**config.mk**
```make
export PLATFORM = sky130hd
export DESIGN_NAME = phase_count_gen_flat
export DESIGN_NICKNAME = d
export VERILOG_FILES = /design/src/rtl/phase_count_gen_if.sv /design/src/rtl/phase_count_gen.sv /design/src/flat_wrapper.sv
export SDC_FILE = /design/constraint.sdc
export NUM_CORES = 1
export LEC_CHECK = 0
export ABC_AREA = 1
export ABC_CLOCK_PERIOD_IN_PS = 2300
export CAP_MARGIN = 20
export CELL_PAD_IN_SITES_DETAIL_PLACEMENT = 0
export CELL_PAD_IN_SITES_GLOBAL_PLACEMENT = 1
export CORE_MARGIN = 8
export CORE_UTILIZATION = 30
export DETAILED_ROUTE_END_ITERATION = 10
export GPL_TIMING_DRIVEN = 0
export HOLD_SLACK_MARGIN = 0.06
export PLACE_DENSITY = 0.72
export SLEW_MARGIN = 20
export SYNTH_ARGS = -nofsm -noshare
export SYNTH_HDL_FRONTEND = slang
export SYNTH_SLANG_ARGS = --single-unit
```
**constraint.sdc**
```tcl
create_clock -name fpga_clk_i -period 2.3 [get_ports fpga_clk_i]
set_input_delay 0.345 -clock fpga_clk_i [delete_from_list [all_inputs] [get_ports fpga_clk_i]]
set_output_delay 0.345 -clock fpga_clk_i [all_outputs]
set_load 0.02 [all_outputs]
```
**src/rtl/phase_count_gen_if.sv**
```systemverilog
// Signal bundle between the phase-count producer and the downstream capture stage.
// master = phase_count_gen (drives the capture outputs), slave = environment/capture side.
interface phase_count_gen_if #(
  parameter int WIDTH = 20
);
  logic                    enable_i;
  logic                    ref_clk_i;
  logic                    dco_clk_i;
  logic signed [WIDTH-1:0] counter_val_o;
  logic                    save_trigger_o;
  logic                    busy_o;
  logic                    saturated_o;
  logic                    missed_edge_o;

  modport master (
    input  enable_i, ref_clk_i, dco_clk_i,
    output counter_val_o, save_trigger_o, busy_o, saturated_o, missed_edge_o
  );

  modport slave (
    output enable_i, ref_clk_i, dco_clk_i,
    input  counter_val_o, save_trigger_o, busy_o, saturated_o, missed_edge_o
  );
endinterface

```
**src/rtl/phase_count_gen.sv**
```systemverilog
// ADPLL phase-count producer: measures signed ref/DCO edge distance in fpga_clk_i cycles,
// presents it stable, strobes save_trigger_o, then clears for the next measurement.
module phase_count_gen #(
  parameter int WIDTH       = 20,
  parameter int TRIG_CYCLES = 2,
  parameter int SYNC_STAGES = 2
) (
  input logic                fpga_clk_i,
  input logic                reset_i,
  phase_count_gen_if.master  bus
);
  localparam int TCW = $clog2(TRIG_CYCLES + 1) + 1;
  localparam logic signed [WIDTH-1:0] CNT_ZERO = {WIDTH{1'b0}};
  localparam logic signed [WIDTH-1:0] CNT_ONE  = {{(WIDTH-1){1'b0}}, 1'b1};
  localparam logic signed [WIDTH-1:0] CNT_MONE = {WIDTH{1'b1}};
  localparam logic signed [WIDTH-1:0] CNT_MAX  = {1'b0, {(WIDTH-1){1'b1}}};
  localparam logic signed [WIDTH-1:0] CNT_MIN  = {1'b1, {(WIDTH-1){1'b0}}};
  localparam logic [TCW-1:0] TRIG_ONE  = {{(TCW-1){1'b0}}, 1'b1};
  localparam logic [TCW-1:0] TRIG_ZERO = {TCW{1'b0}};
  localparam logic [TCW-1:0] TRIG_LAST = TCW'(TRIG_CYCLES - 1);

  typedef enum logic [2:0] {IDLE, CNT_UP, CNT_DN, SETUP, SAVE, CLEAR} state_t;

  state_t                  state_r, state_s;
  logic signed [WIDTH-1:0] counter_r, counter_s;
  logic [TCW-1:0]          trig_cnt_r, trig_cnt_s;
  logic                    sat_r, sat_s, missed_r, missed_s;
  logic                    busy_r, trig_r;
  logic [SYNC_STAGES-1:0]  ref_sync_r, dco_sync_r;
  logic                    ref_prev_r, dco_prev_r;
  logic                    ref_p_s, dco_p_s;

  // Synchronize the async clocks and keep the last synced level for rising-edge detection
  always_ff @(posedge fpga_clk_i or posedge reset_i) begin
    if (reset_i) begin
      ref_sync_r <= {SYNC_STAGES{1'b0}};
      dco_sync_r <= {SYNC_STAGES{1'b0}};
      ref_prev_r <= 1'b0;
      dco_prev_r <= 1'b0;
    end else begin
      ref_sync_r <= {ref_sync_r[SYNC_STAGES-2:0], bus.ref_clk_i};
      dco_sync_r <= {dco_sync_r[SYNC_STAGES-2:0], bus.dco_clk_i};
      ref_prev_r <= ref_sync_r[SYNC_STAGES-1];
      dco_prev_r <= dco_sync_r[SYNC_STAGES-1];
    end
  end

  assign ref_p_s = ref_sync_r[SYNC_STAGES-1] & ~ref_prev_r;
  assign dco_p_s = dco_sync_r[SYNC_STAGES-1] & ~dco_prev_r;

  // Next-state, counter, sticky flag and trigger-length decode
  always_comb begin
    state_s    = state_r;
    counter_s  = counter_r;
    sat_s      = sat_r;
    missed_s   = missed_r;
    trig_cnt_s = TRIG_ZERO;
    case (state_r)
      IDLE: begin
        if (!bus.enable_i) begin
          state_s = IDLE;
        end else if (ref_p_s && !dco_p_s) begin
          state_s   = CNT_UP;
          counter_s = CNT_ONE;
        end else if (dco_p_s && !ref_p_s) begin
          state_s   = CNT_DN;
          counter_s = CNT_MONE;
        end else if (ref_p_s && dco_p_s) begin
          state_s = SETUP;
        end else begin
          state_s = IDLE;
        end
      end
      CNT_UP: begin
        if (!bus.enable_i) begin
          state_s = CLEAR;
        end else begin
          if (ref_p_s) missed_s = 1'b1;
          else         missed_s = missed_r;
          // The terminating edge freezes the count; clamp instead of wrapping
          if (dco_p_s)                   state_s   = SETUP;
          else if (counter_r == CNT_MAX) sat_s     = 1'b1;
          else                           counter_s = counter_r + CNT_ONE;
        end
      end
      CNT_DN: begin
        if (!bus.enable_i) begin
          state_s = CLEAR;
        end else begin
          if (dco_p_s) missed_s = 1'b1;
          else         missed_s = missed_r;
          if (ref_p_s)                   state_s   = SETUP;
          else if (counter_r == CNT_MIN) sat_s     = 1'b1;
          else                           counter_s = counter_r - CNT_ONE;
        end
      end
      SETUP: begin
        missed_s = missed_r | ref_p_s | dco_p_s;
        state_s  = SAVE;
      end
      SAVE: begin
        missed_s   = missed_r | ref_p_s | dco_p_s;
        trig_cnt_s = trig_cnt_r + TRIG_ONE;
        if (trig_cnt_r == TRIG_LAST) state_s = CLEAR;
        else                         state_s = SAVE;
      end
      CLEAR: begin
        missed_s  = missed_r | ref_p_s | dco_p_s;
        counter_s = CNT_ZERO;
        sat_s     = 1'b0;
        state_s   = IDLE;
      end
      default: begin
        state_s   = IDLE;
        counter_s = CNT_ZERO;
      end
    endcase
  end

  // State, counter and registered outputs; reset forces the trigger low asynchronously
  always_ff @(posedge fpga_clk_i or posedge reset_i) begin
    if (reset_i) begin
      state_r    <= IDLE;
      counter_r  <= CNT_ZERO;
      trig_cnt_r <= TRIG_ZERO;
      sat_r      <= 1'b0;
      missed_r   <= 1'b0;
      busy_r     <= 1'b0;
      trig_r     <= 1'b0;
    end else begin
      state_r    <= state_s;
      counter_r  <= counter_s;
      trig_cnt_r <= trig_cnt_s;
      sat_r      <= sat_s;
      missed_r   <= missed_s;
      busy_r     <= (state_s != IDLE);
      trig_r     <= (state_s == SAVE);
    end
  end

  assign bus.counter_val_o  = counter_r;
  assign bus.save_trigger_o = trig_r;
  assign bus.busy_o         = busy_r;
  assign bus.saturated_o    = sat_r;
  assign bus.missed_edge_o  = missed_r;
endmodule

```
**src/flat_wrapper.sv**
```systemverilog
// flat-port wrapper written by rule: the top's interface ports become plain ports
module phase_count_gen_flat 
#(
  parameter int WIDTH       = 20,
  parameter int TRIG_CYCLES = 2,
  parameter int SYNC_STAGES = 2
)
  (fpga_clk_i, reset_i, bus_enable_i, bus_ref_clk_i, bus_dco_clk_i, bus_counter_val_o, bus_save_trigger_o, bus_busy_o, bus_saturated_o, bus_missed_edge_o);
  phase_count_gen_if #(.WIDTH(WIDTH)) bus_i ();
  input logic fpga_clk_i;
  input logic reset_i;
  input wire logic [$bits(bus_i.enable_i)-1:0] bus_enable_i;
  input wire logic [$bits(bus_i.ref_clk_i)-1:0] bus_ref_clk_i;
  input wire logic [$bits(bus_i.dco_clk_i)-1:0] bus_dco_clk_i;
  output wire logic [$bits(bus_i.counter_val_o)-1:0] bus_counter_val_o;
  output wire logic [$bits(bus_i.save_trigger_o)-1:0] bus_save_trigger_o;
  output wire logic [$bits(bus_i.busy_o)-1:0] bus_busy_o;
  output wire logic [$bits(bus_i.saturated_o)-1:0] bus_saturated_o;
  output wire logic [$bits(bus_i.missed_edge_o)-1:0] bus_missed_edge_o;
  assign bus_i.enable_i = bus_enable_i;
  assign bus_i.ref_clk_i = bus_ref_clk_i;
  assign bus_i.dco_clk_i = bus_dco_clk_i;
  assign bus_counter_val_o = bus_i.counter_val_o;
  assign bus_save_trigger_o = bus_i.save_trigger_o;
  assign bus_busy_o = bus_i.busy_o;
  assign bus_saturated_o = bus_i.saturated_o;
  assign bus_missed_edge_o = bus_i.missed_edge_o;
  phase_count_gen #(.WIDTH(WIDTH), .TRIG_CYCLES(TRIG_CYCLES), .SYNC_STAGES(SYNC_STAGES)) u_core (.fpga_clk_i(fpga_clk_i), .reset_i(reset_i), .bus(bus_i));
endmodule
```
# Yosys cells after proc, flatten, opt, wreduce, memory -nomap -nowiden
# Index checks and enable logic that the tools add are counted.
totals:
  regBits: 36
  in_bits: 5
  output_inout_bits: 24
  wordCells: 89
classes:
  addsub: 3
  eq_ne: 21
  muxes: 33
  n_bitwise: 7
  reduce_logical: 14
ops:
  columns: ["operator", "n"]
  rows:
  - ["$mux W20", 9]
  - ["$pmux W20 S4", 1]
  - ["$eq A20 B20 Y1 const B", 2]
  - ["$mux W3", 8]
  - ["$add A20 B2 Y20 const B", 1]
  - ["$sub A20 B2 Y20 const B", 1]
  - ["$pmux W3 S5", 1]
  - ["$ne A2 B2 Y1 const B", 7]
  - ["$mux W1", 11]
  - ["$eq A3 B3 Y1 const B", 3]
  - ["$reduce_and A9 Y1", 1]
  - ["$reduce_bool A3 Y1", 3]
  - ["$ne A2 B1 Y1 const B", 4]
  - ["$reduce_and A7 Y1", 1]
  - ["$eq A3 B1 Y1 const B", 2]
  - ["$eq A3 B2 Y1 const B", 2]
  - ["$pmux W1 S3", 2]
  - ["$reduce_and A5 Y1", 1]
  - ["$add A3 B1 Y3 const B", 1]
  - ["$logic_and A1 B1 Y1", 3]
  - ["$logic_not A3 Y1", 1]
  - ["$ne A3 B1 Y1 const B", 1]
  - ["$not A1 Y1", 3]
  - ["$reduce_or A3 Y1", 1]
  - ["5 further kinds", 8]

# Logic depth before layout (Yosys ltp)
# Gate-level depths: netlist of run 1.
depth:
  depth_word: 9
  mapped_depth: 21
  ltp_nobuf: 20

# Least setup slack after synthesis of run 1
# No wires, ideal clock.
synth_path:
  path_kind: "flip-flop to flip-flop"
  start: "register u_core.state_r[2]"
  end: "register u_core.counter_r[19] (netlist: u_core.bus.counter_val_o[19])"
  setup_time_ps: 117
  t_arrival_ps: 1995
  required_ps: 2183
  slack_ps: 189
  stages_incl_launch_ff: 16
  path_buffers: 2
  period_less_slack_ps: 2111
  path_cell_list: "dfrtp_1 inv_2 nand2_2 nor2_4 buf_12 buf_6 ha_1 a21oi_1 a21boi_0 o21ai_0 inv_1 nand4_1 nand3_1 nand2_1 nand2_1 nand2_1"
synth_between:
  elab_chain_len: 4
  word_cells_on_any_way: 17
  cone_classes: "eq/ne (12); mux (1); bitwise (1); reduce/logical (3)"
synth_rtl:
  columns: ["element", "line", "text"]
  rows:
  - ["start: declaration", "phase_count_gen.sv:24", "state_t state_r, state_s;"]
  - ["start signal: assignment", "phase_count_gen.sv:131", "state_r <= state_s;"]
  - ["$eq A3 B2 Y1 or $eq A3 B3 Y1 (tied branches)", "phase_count_gen.sv:58", "case (state_r)"]
  - ["$reduce_or A2 Y1 (no line)", null, null]
  - ["$not A1 Y1 (no line)", null, null]
  - ["$reduce_and A9 Y1 (no line)", null, null]
  - ["end signal: assignment", "phase_count_gen.sv:132", "counter_r <= counter_s;"]
  - ["end: declaration", "phase_count_gen.sv:25", "logic signed [WIDTH-1:0] counter_r, counter_s;"]
# Several ways; a longest one is shown, not always the timed one.
# A chain may end at the register's enable or synchronous reset.

# Final worst setup path of run 1
layout_path:
  start: "register u_core.state_r[1]"
  end: "register u_core.counter_r[18] (netlist: u_core.bus.counter_val_o[18])"
# The elaborated chain is that of the path after synthesis.

==> run summary, run 1 <==
The flow ran to the end, and the final reports show no timing, DRC or antenna violations. The beginning of the critical path is u_core.state_r[1]$_DFF_PP0_. Dividing total power by cell area gives a power density of ~1200 nW/um2.

The number of cells on the worst reg-to-reg path came out at 16. The critical path's top delay family is simple AND/OR/NAND/NOR gates. After clock tree synthesis, the clock-pin slew on the worst setup and hold paths is ~90 ps. The worst setup path is captured at a register.

Setup total negative slack on the finished layout was measured at 0 ps. The path class of the tightest hold or removal check is primary input to async pin. Of the total synthesized cell area, the portion taken by full adders, half adders and majority gates is 2.053%. Wires add up to 10.23 mm. Global routing used 15.79% of the available tracks. The maximum clock skew at final layout came out at approximately 10 ps. The filler cell count in the final layout is 1110. In the post-synthesis netlist, the cell with the most instances is sky130_fd_sc_hd__nand2_1. The count of final hold-check violations came to 0. The area of the die is 13640 um2. The clock network is responsible for between 10% and 20% of the overall power. The violation count after the first detailed-route iteration is ~180. STA classifies the critical path startpoint as a register. Dividing the detail-routed wire length by the instance count gives 15.65 um. The arrival time of the worst setup path came out at around 2400 ps.

The worst slew margin relative to its limit came out at between 60% and 70%. The average footprint of a synthesized cell is around 6.5 um2. After Yosys synthesis, XOR and XNOR cells account for less than 1% of the synthesized area. The number of global-route vias before repair came out at between 3000 and 4000. The clock latency on the worst-skew pair is around 300 ps.

In the final layout, the share of cells above drive strength 1 is approximately a fifth. The maximum frequency from static timing analysis is roughly 460 MHz. STA puts the critical path data required time at ~2500 ps.

The number of nets in the synthesized netlist came out at around 480. The area share of the largest cell type after synthesis came out at just under 30%. The main combinational cell family by area after synthesis is simple AND/OR/NAND/NOR gates.

The initial cell density of the core came out at 31.03%. The number of buffers on the longest clock path came out at 2. Buffers inserted during clock tree synthesis total 5. The worst register-to-register path ends at u_core.bus.counter_val_o[18]$_DFFE_PP0P_. The part of the cycle the worst path needs is between 90% and 100%. The internal power summed over all cells came out at 2.176 mW. For this run, the detailed router's first-pass iteration total came to 6. Walking the worst path, the cells encountered are nand2_2 -> nor2_4 -> buf_12 -> buf_12 -> ha_4 -> inv_1 -> nor2_1 -> nand2_1 -> nor2_2 -> nand2_1 -> nand3_1 -> nand2_1 -> nand3_1 -> nand2_1 -> nand2_1 -> nand2_1. The post-synthesis instance total is 471. From synthesis to final layout, the design area changed by 26.86%. The number of nets with antenna violations after detailed routing is 0. The initialized floorplan defines 36 standard-cell rows. Summed over all cells, the static leakage comes to roughly 1.9 nW. The clock sink count is 36. The number of H-tree branching levels is 2.

The synthesized netlist devotes 12.69% of its cell area to compound gates. The peak fanout along the critical path is 6. The number of hold buffers added after CTS was 0. The switching power as a share of total power is between 50% and 60%. Using the TritonRoute via totals, the vias-per-cell ratio works out to between 4 and 5. The number of port buffers is 28.

The kind of critical path is register to register. The root buffer cell chosen for the clock tree is sky130_fd_sc_hd__clkbuf_8. The largest total area in the synthesized netlist belongs to sky130_fd_sc_hd__dfrtp_1. By instance count, the cell type seen most on the critical path is sky130_fd_sc_hd__nand2_1. Across the VDD grid, the largest voltage drop is 0.0004296 V. The last weighted congestion value of the routability-driven placer came out at approximately 0.95.

The share of power burned in registers came out at between 20% and 30%. The top-level port count came out at 29. The total inserted antenna cells is 0.

The max-slew violation count is 0. Across the run, the number of max-cap violations was 0. The total power is ~4.7 mW. For this run the aggregate overflow at the end of global routing stands at 0. The total of flip-flops plus latches after synthesis is 36. After floorplanning, the core was sized to cover 9819 um2. Across all layers, the routed design uses about 3200 vias. The initial antenna violation count was 0.

The netlist area before placement came out at 3047 um2. The reg2reg setup slack is about 140 ps. The number of synthesis warnings is 0. The power dissipated by switching net loads is roughly 2.5 mW. The clock tree from TritonCTS is done. The die is roughly 120 um tall. The wire length of the first global-routing pass came out at 16.64 mm. The number of synthesized flops with an enable pin came out at 0. Setup violations remaining at the end of the flow were counted as 0. The slew at the pin with the worst max-slew slack is ~500 ps. After the last flow step, the layout net total stands at 530. On the worst path, the slowest cell contributes a delay of roughly 450 ps. In this run the critical register-to-register path is launched from u_core.state_r[1]$_DFF_PP0_. Sorting the synthesized cells by area gives the leading types as sky130_fd_sc_hd__dfrtp_1 30%, sky130_fd_sc_hd__nand2_1 19%, sky130_fd_sc_hd__inv_1 7.6%. The number of library cell types mapped by synthesis is between 40 and 50. Of the synthesized area, sequential elements account for between 20% and 30%. The fraction of power consumed by combinational cells came out at 65.4%.

The width of the die is 116.8 um. The total half-perimeter wirelength after legalization and detailed placement came out at 7.805 mm. The most used flip-flop cell after synthesis is sky130_fd_sc_hd__dfrtp_1.

The worst slack on hold paths is around 280 ps. The slowest stage of the critical path belongs to the cell sky130_fd_sc_hd__dfrtp_2. The worst path buffer plus inverter count is 3. The fraction of registers with async set/reset came out at 100.0%.

The post-synthesis simple-gate area fraction is a little over two fifths. Measured against the total synthesized area, the mux share comes to 0%. The largest net degree at the start of global routing came out at 27. The worst path in the final design needs a cycle of about 2200 ps, including I/O delays and setup. The detailed-route DRC error count is 0.

By count the netlist is led by 157 x sky130_fd_sc_hd__nand2_1, 62 x sky130_fd_sc_hd__inv_1, 42 x sky130_fd_sc_hd__nor2_1.
==> layout by cell type, fill, tap and decap left out, types with 7 or more instances in the layout <==
cell	netlist	routed
sky130_fd_sc_hd__buf_4	4	16
sky130_fd_sc_hd__clkdlybuf4s50_1	0	28
sky130_fd_sc_hd__dfrtp_1	36	33
sky130_fd_sc_hd__inv_1	62	59
sky130_fd_sc_hd__nand2_1	157	149
sky130_fd_sc_hd__nand2_2	17	20
sky130_fd_sc_hd__nand2_4	4	8
sky130_fd_sc_hd__nand3_1	36	35
sky130_fd_sc_hd__nand4_1	7	7
sky130_fd_sc_hd__nor2_1	42	36
sky130_fd_sc_hd__nor2_2	11	14
sky130_fd_sc_hd__nor2_4	4	7
sky130_fd_sc_hd__o21ai_0	20	17
sky130_fd_sc_hd__o21ai_1	8	11
==> repair_timing <==
action                                  in CTS  in global routing
endpoints found under the hold margin        0                  0
gates resized for setup                      9                 40
pin swaps                                    1                 10
endpoints found under the setup margin       7                 18
setup buffers                                5                  8
==> metal layers <==
layer	wire (um)	share of wire (%)	up-vias	global-route usage [%]
met5	0	0	-	0
met4	129	1.3	0	4.522
met3	580	5.7	8	2.668
met2	4611	45	80	24.93
met1	4911	48	1465	21.61
li1	-	-	1608	-
==> metrics by stage <==
step / cell area [um2] / utilization, % / cells / worst slack [ps]
2_1_floorplan: 3047 / - / 471 / 188.8
3_3_place_gp: 3493 / 35.58 / 632 / -340.0
3_5_place_dp: 3513 / 35.78 / 633 / -313.3
4_1_cts: 3662 / 37.30 / 646 / -1.831
5_1_grt: 3865 / 39.36 / 654 / -3.939
6_report: 3865 / 39.36 / 654 / 143.9
==> worst register-to-register path, cell delays in order, from the launching register on <==
cell and delay [ps]:
sky130_fd_sc_hd__dfrtp_2 450, sky130_fd_sc_hd__nand2_2 110, sky130_fd_sc_hd__nor2_4 50, sky130_fd_sc_hd__buf_12 130, sky130_fd_sc_hd__buf_12 130, sky130_fd_sc_hd__ha_4 280
sky130_fd_sc_hd__inv_1 60, sky130_fd_sc_hd__nor2_1 130, sky130_fd_sc_hd__nand2_1 100, sky130_fd_sc_hd__nor2_2 150, sky130_fd_sc_hd__nand2_1 110, sky130_fd_sc_hd__nand3_1 100
sky130_fd_sc_hd__nand2_1 50, sky130_fd_sc_hd__nand3_1 70, sky130_fd_sc_hd__nand2_1 50, sky130_fd_sc_hd__nand2_1 50, sky130_fd_sc_hd__nand2_1 50
==> how the worst max path moves through the flow <==
stage | endpoint | slack, ps | depth (start not counted)
after CTS | u_core.bus.counter_val_o[19]$_DFFE_PP0P_ | -2 | 15
after global placement | u_core.bus.counter_val_o[19]$_DFFE_PP0P_ | -340 | 15
final | u_core.bus.counter_val_o[18]$_DFFE_PP0P_ | 140 | 16
after floorplan | u_core.bus.counter_val_o[19]$_DFFE_PP0P_ | 190 | 15
after global routing | u_core.bus.counter_val_o[16]$_DFFE_PP0P_ | -4 | 17
after detailed placement | u_core.bus.counter_val_o[19]$_DFFE_PP0P_ | -310 | 15
==> state kept, by name, indices dropped and copies added (netlist names) <==
| register | flops |
|---|---|
| u_core.ref_prev_r | 1 |
| u_core.bus.saturated_o | 1 |
| u_core.bus.busy_o | 1 |
| u_core.trig_cnt_r | 3 |
| u_core.ref_sync_r | 2 |
| u_core.dco_prev_r | 1 |
| u_core.dco_sync_r | 2 |
| u_core.bus.save_trigger_o | 1 |
| u_core.bus.missed_edge_o | 1 |
| u_core.bus.counter_val_o | 20 |
| u_core.state_r | 3 |
==> area by class of cell <==
| type | count | area (um2) | area share [%] |
|---|---|---|---|
| Clock buffer | 5 | 68.82 | 1.781 |
| Buffer | 10 | 101.3 | 2.622 |
| Multi-Input combinational cell | 358 | 1942 | 50.24 |
| Tap cell | 133 | 166.4 | 4.306 |
| Timing Repair Buffer | 42 | 401.6 | 10.39 |
| Clock inverter | 3 | 21.27 | 0.5503 |
| Inverter | 67 | 259.0 | 6.701 |
| Sequential cell | 36 | 904.6 | 23.41 |
==> power groups by stage <==
stage | registers [mW] | clock network (mW) | logic (mW)
after global routing | 1.16 | 0.533 | 3.43
final | 1.13 | 0.499 | 3.07
after detailed placement | 1.14 | 0 | 2.82
after global placement | 1.13 | 0 | 2.80
after CTS | 1.12 | 0.506 | 2.88
after floorplan | 1.26 | 0 | 1.73
==> cells by family (layout without fill, tap and decap cells) <==
kind of cell	after synthesis	after routing
compound gates	59	59
xor+xnor	3	3
fa+ha+maj	5	5
buf+inv	77	127
flops	36	36
simple gates	291	291
No activity file was read; power rests on OpenSTA's default activity.
==> run 2, diff against run 1 <==
--- a/config.mk
+++ b/config.mk
@@ -6,7 +6,7 @@
 export NUM_CORES = 1
 export LEC_CHECK = 0
 export ABC_AREA = 1
-export ABC_CLOCK_PERIOD_IN_PS = 2300
+export ABC_CLOCK_PERIOD_IN_PS = 2400
 export CAP_MARGIN = 20
 export CELL_PAD_IN_SITES_DETAIL_PLACEMENT = 0
 export CELL_PAD_IN_SITES_GLOBAL_PLACEMENT = 1
@@ -15,7 +15,7 @@
 export DETAILED_ROUTE_END_ITERATION = 10
 export GPL_TIMING_DRIVEN = 0
 export HOLD_SLACK_MARGIN = 0.06
-export PLACE_DENSITY = 0.72
+export PLACE_DENSITY = 0.7
 export SLEW_MARGIN = 20
 export SYNTH_ARGS = -nofsm -noshare
 export SYNTH_HDL_FRONTEND = slang
==> constraint.sdc (replaced) <==
create_clock -name fpga_clk_i -period 2.4 [get_ports fpga_clk_i]
set_input_delay 0.36 -clock fpga_clk_i [delete_from_list [all_inputs] [get_ports fpga_clk_i]]
set_output_delay 0.36 -clock fpga_clk_i [all_outputs]
set_load 0.02 [all_outputs]
==> run summary, run 2 (same netlist as run 1, synthesis figures left out) <==
The total of max-cap violations is 0. The final layout contains routed wiring with a total length of slightly above 10 mm. The reg2reg setup slack came out at 140 ps.

The maximum frequency from static timing analysis came out at 442.1 MHz. The number of nets with antenna violations after detailed routing is 0. The count of final hold-check violations came out at 0. STA classifies the critical path endpoint as a register.

The maximum clock skew at final layout is between 10 and 15 ps. The placement row count came out at 36. The required arrival time at the worst endpoint came out at approximately 2600 ps. The TritonCTS buffer count is 5. The routed layout has roughly 3200 vias.

The total placed instance area is around 3500 um2. The worst min-delay path category is primary input to async pin. Once layout is complete, the cells apart from fillers number between 600 and 700. The top-level port count came out at 29. The number of global-route vias before repair came out at a little over 3000. The routed design uses roughly 4.5 mm of met2 wire. The register with the most flip-flops in the layout has 20 of them. The run finished with clean final reports. The initial antenna violation count is 0. The worst pin sits at a relative slew slack of 65.42%. For the pin with the worst max-slew slack, the measured transition is 516.8 ps.

The number of buffers on the longest clock path is 2. The peak fanout along the critical path is 11. The first TritonRoute pass finished after 6 iterations. The combined global-route utilization of all metal layers is 15.75%. The area of the die came out at about 14000 um2.

The power density over the cells is roughly 1200 nW/um2. The fraction of final layout cells with drive strength greater than 1 came out at between 10% and 20%. The clock sink count is 36. The uppermost signal routing layer after detailed routing is met4. The worst slack on hold paths came out at around 270 ps. The worst flop-to-flop path endpoint is u_core.bus.counter_val_o[19]$_DFFE_PP0P_. STA classifies the critical path startpoint as a register. The library cells used most frequently in the layout, excluding fill and tap cells, are 153 x sky130_fd_sc_hd__nand2_1, 61 x sky130_fd_sc_hd__inv_1, 40 x sky130_fd_sc_hd__nor2_1, 36 x sky130_fd_sc_hd__nand3_1, 33 x sky130_fd_sc_hd__dfrtp_1. The largest net degree at the start of global routing came out at 30. The clock root buffer master is sky130_fd_sc_hd__clkbuf_8. The max-slew violation count is 0. The congestion estimate from routability-driven global placement came to 0.8940. The average via count per standard cell is just under 5. The total core area came out at 9819 um2. The clock tree from TritonCTS is done. The width of the die is between 100 and 150 um. The count of buffers added on input and output ports is 28. The worst ir drop on vdd is 0.0005502 V.

The setup slack after layout came out at between 100 and 150 ps. The total instance count after detailed placement is approximately 630. The pre-CTS worst setup slack came out at -227.2 ps. The net count of the finished layout is 525.

The clock latency on the worst-skew pair came out at a little over 300 ps. The part of the cycle the worst path needs came out at 94.25%. Detailed placement finished with a half-perimeter wire length of between 7 and 8 mm. Summed over all cells, the static leakage comes to 1.834 nW. The summed area of non-filler cells in the final layout came out at 3740 um2. The number of cells on the worst reg-to-reg path is 15. The chip height came out at about 120 um. The worst register-to-register path begins at u_core.state_r[2]$_DFF_PP0_. The detailed-route DRC error count came out at 0. The total routed wire length on the met1 layer is ~5 mm.

The wire length of the first global-routing pass came out at roughly 16 mm. The violation count after the first detailed-route iteration is 207. The final critical path time including I/O delays and setup is 2262 ps. The overall overflow remaining after global route is 0. Dividing the detail-routed wire length by the instance count gives about 16 um. The initial cell density of the core is a little under a third.

The number of failing setup endpoints in the final timing report is 0. The kind of critical path is register to register. The clock-pin slew on the worst setup and hold paths came out at roughly 90 ps. The number of H-tree branching levels came out at 2. The total inserted antenna cells came out at 0.

The most frequent standard cell in the layout excluding fill and tap cells is sky130_fd_sc_hd__nand2_1. The detailed-routed wire length on met3 is roughly 610 um. The post-synthesis to final-layout area growth came out at 22.75%. The arrival time of the worst setup path is ~2500 ps. The total negative slack is 0 ps.
## run 2: worst max path at each step
stage,from,end,slack (ps),cells after the start
final,u_core.state_r[2]$_DFF_PP0_,u_core.bus.counter_val_o[19]$_DFFE_PP0P_,140,15
after CTS,u_core.state_r[2]$_DFF_PP0_,u_core.bus.counter_val_o[19]$_DFFE_PP0P_,0.3,15
after global routing,u_core.state_r[2]$_DFF_PP0_,u_core.bus.counter_val_o[12]$_DFFE_PP0P_,-50,20
after detailed placement,u_core.state_r[2]$_DFF_PP0_,u_core.bus.counter_val_o[19]$_DFFE_PP0P_,-230,15
after floorplan,u_core.state_r[2]$_DFF_PP0_,u_core.bus.counter_val_o[19]$_DFFE_PP0P_,290,15
after global placement,u_core.state_r[2]$_DFF_PP0_,u_core.bus.counter_val_o[19]$_DFFE_PP0P_,-240,15
## run 2: cell type report
type / count / area, um2
timing repair buffer: 37 / 360.3
buffer: 10 / 88.84
inverter: 67 / 259.0
clock buffer: 5 / 68.82
multi-input combinational: 358 / 1871
sequential: 36 / 904.6
fill: 1108 / 6080
tap: 133 / 166.4
clock inverter: 3 / 21.27
## run 2: where the power goes
group | switching [mW] | internal [mW] | total (mW)
combinational | 1.81 | 1.01 | 2.82
clock | 0.279 | 0.207 | 0.485
sequential | 0.273 | 0.810 | 1.08
total | 2.36 | 2.03 | 4.39
## run 2: worst max-delay path, stage by stage, from the launching register on
cell and delay, ps:
sky130_fd_sc_hd__dfrtp_2 440, sky130_fd_sc_hd__inv_4 90, sky130_fd_sc_hd__nand2_2 70, sky130_fd_sc_hd__nor2_4 140, sky130_fd_sc_hd__buf_12 130, sky130_fd_sc_hd__buf_6 180
sky130_fd_sc_hd__ha_4 230, sky130_fd_sc_hd__a21oi_2 160, sky130_fd_sc_hd__a21boi_1 190, sky130_fd_sc_hd__o21ai_0 100, sky130_fd_sc_hd__inv_1 90, sky130_fd_sc_hd__nand4_1 90
sky130_fd_sc_hd__nand3_1 90, sky130_fd_sc_hd__nand2_1 50, sky130_fd_sc_hd__nand2_1 50, sky130_fd_sc_hd__nand2_1 40
## run 2: timing repair
item,4_1_cts,5_1_grt
pin swaps,1,5
resized for setup,5,18
endpoints found under the setup margin,5,10
setup buffers,2,6
hold buffers,0,0
## run 2: metrics by stage
| stage | power (mW) | utilization (%) |
|---|---|---|
| 2_1_floorplan | 2.865 | - |
| 3_3_place_gp | 3.772 | 35.58 |
| 3_5_place_dp | 3.798 | 35.78 |
| 4_1_cts | 4.327 | 36.94 |
| 5_1_grt | 4.793 | 38.09 |
| 6_report | 4.392 | 38.09 |
## run 2: layer usage
layer  vias up  GRT usage [%]
met4         0          4.778
met2        98          25.01
met5         -              0
met3        14          2.873
li1       1600              -
met1      1467          21.22
==> run 3, diff against run 2 <==
--- a/config.mk
+++ b/config.mk
@@ -16,6 +16,7 @@
 export GPL_TIMING_DRIVEN = 0
 export HOLD_SLACK_MARGIN = 0.06
 export PLACE_DENSITY = 0.7
+export REMOVE_ABC_BUFFERS = 1
 export SLEW_MARGIN = 20
 export SYNTH_ARGS = -nofsm -noshare
 export SYNTH_HDL_FRONTEND = slang
==> run summary, run 3 (same netlist as run 1, synthesis figures left out) <==
The total leakage power came out at ~1.9 nW. The worst setup path is of the register to register kind. The TritonCTS buffer count is 5.

The routed wirelength normalized by instance count is approximately 15 um. The count of final hold-check violations is 0. The total placed instance area came out at roughly 3400 um2. The final instance count without filler cells came out at ~660. The number of nets with antenna violations after detailed routing is 0. The run finished with clean final reports. The slew at the pin with the worst max-slew slack is 721.0 ps. The wire length of the first global-routing pass came out at ~16 mm. The average via count per standard cell came out at around 4.8.

The worst slack on hold paths came out at ~320 ps. The fraction of final layout cells with drive strength greater than 1 is between 10% and 20%. The worst register-to-register path begins at u_core.state_r[0]$_DFF_PP0_.

Entering global routing, the biggest net connects 25 pins. After clock tree synthesis, the clock-pin slew on the worst setup and hold paths is roughly 100 ps. The part of the cycle the worst path needs came out at a little over nine tenths. The combined global-route utilization of all metal layers came out at approximately 15%.

Buffers inserted to repair hold after CTS numbered 0. The tree is rooted in a sky130_fd_sc_hd__clkbuf_8. Setup violations remaining at the end of the flow were counted as 0. The pre-CTS worst setup slack is -448.9 ps. The setup slack after layout came out at approximately 130 ps. The detailed-route DRC error count is 0. The chip height came out at ~120 um. The power density over the cells is approximately 1200 nW/um2. The post-synthesis to final-layout area growth came out at 25.01%. The met3 track demand over resource in global routing came out at approximately 2.7%. The worst hold path belongs to the class primary input to async pin. The number of global-route vias before repair is a little over 3000. Summed over all nets, the half-perimeter wirelength after detailed placement is ~7 mm. In this run the standard cell core region covers 9819 um2. Summed over all layers, the routed wires come to between 10 and 15 mm. Data on the critical path arrives at its endpoint at roughly 2400 ps. The global-route layer with the greatest usage is met2. The max-slew violation count was 0. After layout, the design draws a total of 4.497 mW. The net count of the finished layout is roughly 530.

The worst ir drop on vdd is 0.0004323 V. The peak fanout along the critical path came out at 12. The worst setup path is launched from a register.

The top-level port count came out at 29. The number of cells on the worst reg-to-reg path came out at 12. The final critical path time including I/O delays and setup came out at approximately 2300 ps.

The maximum clock skew at final layout is ~12 ps. Leaving out fill and tap cells, the most frequent cells in the layout are 155 x sky130_fd_sc_hd__nand2_1, 61 x sky130_fd_sc_hd__inv_1, 41 x sky130_fd_sc_hd__nor2_1, 36 x sky130_fd_sc_hd__nand3_1, 33 x sky130_fd_sc_hd__dfrtp_1. The die covers between 10000 and 15000 um2. TritonCTS built the clock tree.

The total via count after detailed routing is between 3000 and 4000. The later pin in the worst-skew pair is clocked with a latency of a little over 300 ps. The last weighted congestion value of the routability-driven placer came out at approximately 0.9. Measured against its own limit, the worst slew margin works out to between 50% and 60%. The maximum frequency from static timing analysis is 440.5 MHz.

In this run the worst setup path begins at u_core.state_r[0]$_DFF_PP0_. For this configuration, the core starts out at a cell density of between 30% and 40%. The flip-flop count of the largest register after layout came out at 20. The number of search-and-repair iterations in the first detailed-routing pass is 5. The library cell used most frequently in the layout, excluding fill and tap cells, is sky130_fd_sc_hd__nand2_1. The initial antenna violation count came to 0. The required arrival time at the worst endpoint is between 2000 and 3000 ps. In this run, placement finished with an instance count of between 600 and 700.

Buffers placed on the I/O ports in this run total 28. The width of the die is roughly 120 um. The violation count after the first detailed-route iteration is 180. The total of max-cap violations is 0.

The placement row count came out at 36. For this design, the sink count on the clock tree is 36. For met1 alone, demand over resource in global routing was a little under a fifth. The total inserted antenna cells is 0. The number of H-tree branching levels is 2. The summed area of non-filler cells in the final layout is roughly 3800 um2. The met2 routing resource usage after global routing came out at approximately 25%.

The overall overflow remaining after global route came out at 0. STA classifies the critical path endpoint as a register. The clock passes through at most 2 buffers.
[run 3: metal layers]
| layer | up-vias | part of all wire [%] |
|---|---|---|
| met5 | - | 0 |
| met4 | 0 | 1.3 |
| met3 | 12 | 5.6 |
| met2 | 88 | 47 |
| met1 | 1447 | 46 |
| li1 | 1613 | - |
[run 3: report_power, final]
| part | internal [mW] | switching (mW) | leakage, nW |
|---|---|---|---|
| combinational | 1.07 | 1.85 | 1.38 |
| clock | 0.207 | 0.288 | 0.0404 |
| sequential | 0.810 | 0.271 | 0.447 |
[run 3: repair_timing]
action | CTS | global route
buffers inserted | 9 | 12
setup endpoints to repair | 22 | 18
cloned | 2 | 1
gates resized for setup | 8 | 16
pin swaps | 5 | 3
[run 3: final cells by class]
cell class / instances / area [um2]
inverter: 67 / 261.5
timing repair buffer: 50 / 483.0
multi-input combinational: 361 / 1901
fill: 1127 / 6011
clock buffer: 5 / 68.82
clock inverter: 3 / 23.77
sequential: 36 / 904.6
tap: 133 / 166.4
[run 3: through the flow]
stage               setup TNS, ps  utilization, %
global placement            -7882           34.70
CTS                             0           37.08
floorplan                       0               -
global route               -20.93           38.79
finish                          0           38.79
detailed placement          -7380           34.90
[run 3: final timing paths]
kind	to	slack, ps
worst max-delay path	u_core.bus.counter_val_o[5]$_DFFE_PP0P_	130
worst min-delay path	u_core.bus.counter_val_o[9]$_DFFE_PP0P_	320
worst max register to register	u_core.bus.counter_val_o[5]$_DFFE_PP0P_	130
max in group asynchronous	u_core.state_r[0]$_DFF_PP0_	1620
worst min register to register	u_core.dco_sync_r[1]$_DFF_PP0_	350
min in group fpga_clk_i	u_core.dco_sync_r[1]$_DFF_PP0_	350
[run 3: worst max-delay path: stages, from the launching register on]
cell	delay, ps
sky130_fd_sc_hd__dfrtp_2	500
sky130_fd_sc_hd__inv_6	160
sky130_fd_sc_hd__nand3_4	160
sky130_fd_sc_hd__buf_4	180
sky130_fd_sc_hd__nor4_2	370
sky130_fd_sc_hd__nand2_1	120
sky130_fd_sc_hd__o21ai_1	100
sky130_fd_sc_hd__inv_1	80
sky130_fd_sc_hd__nand3_4	110
sky130_fd_sc_hd__nor2_4	70
sky130_fd_sc_hd__buf_12	130
sky130_fd_sc_hd__nand2_1	50
sky130_fd_sc_hd__o21ai_0	100
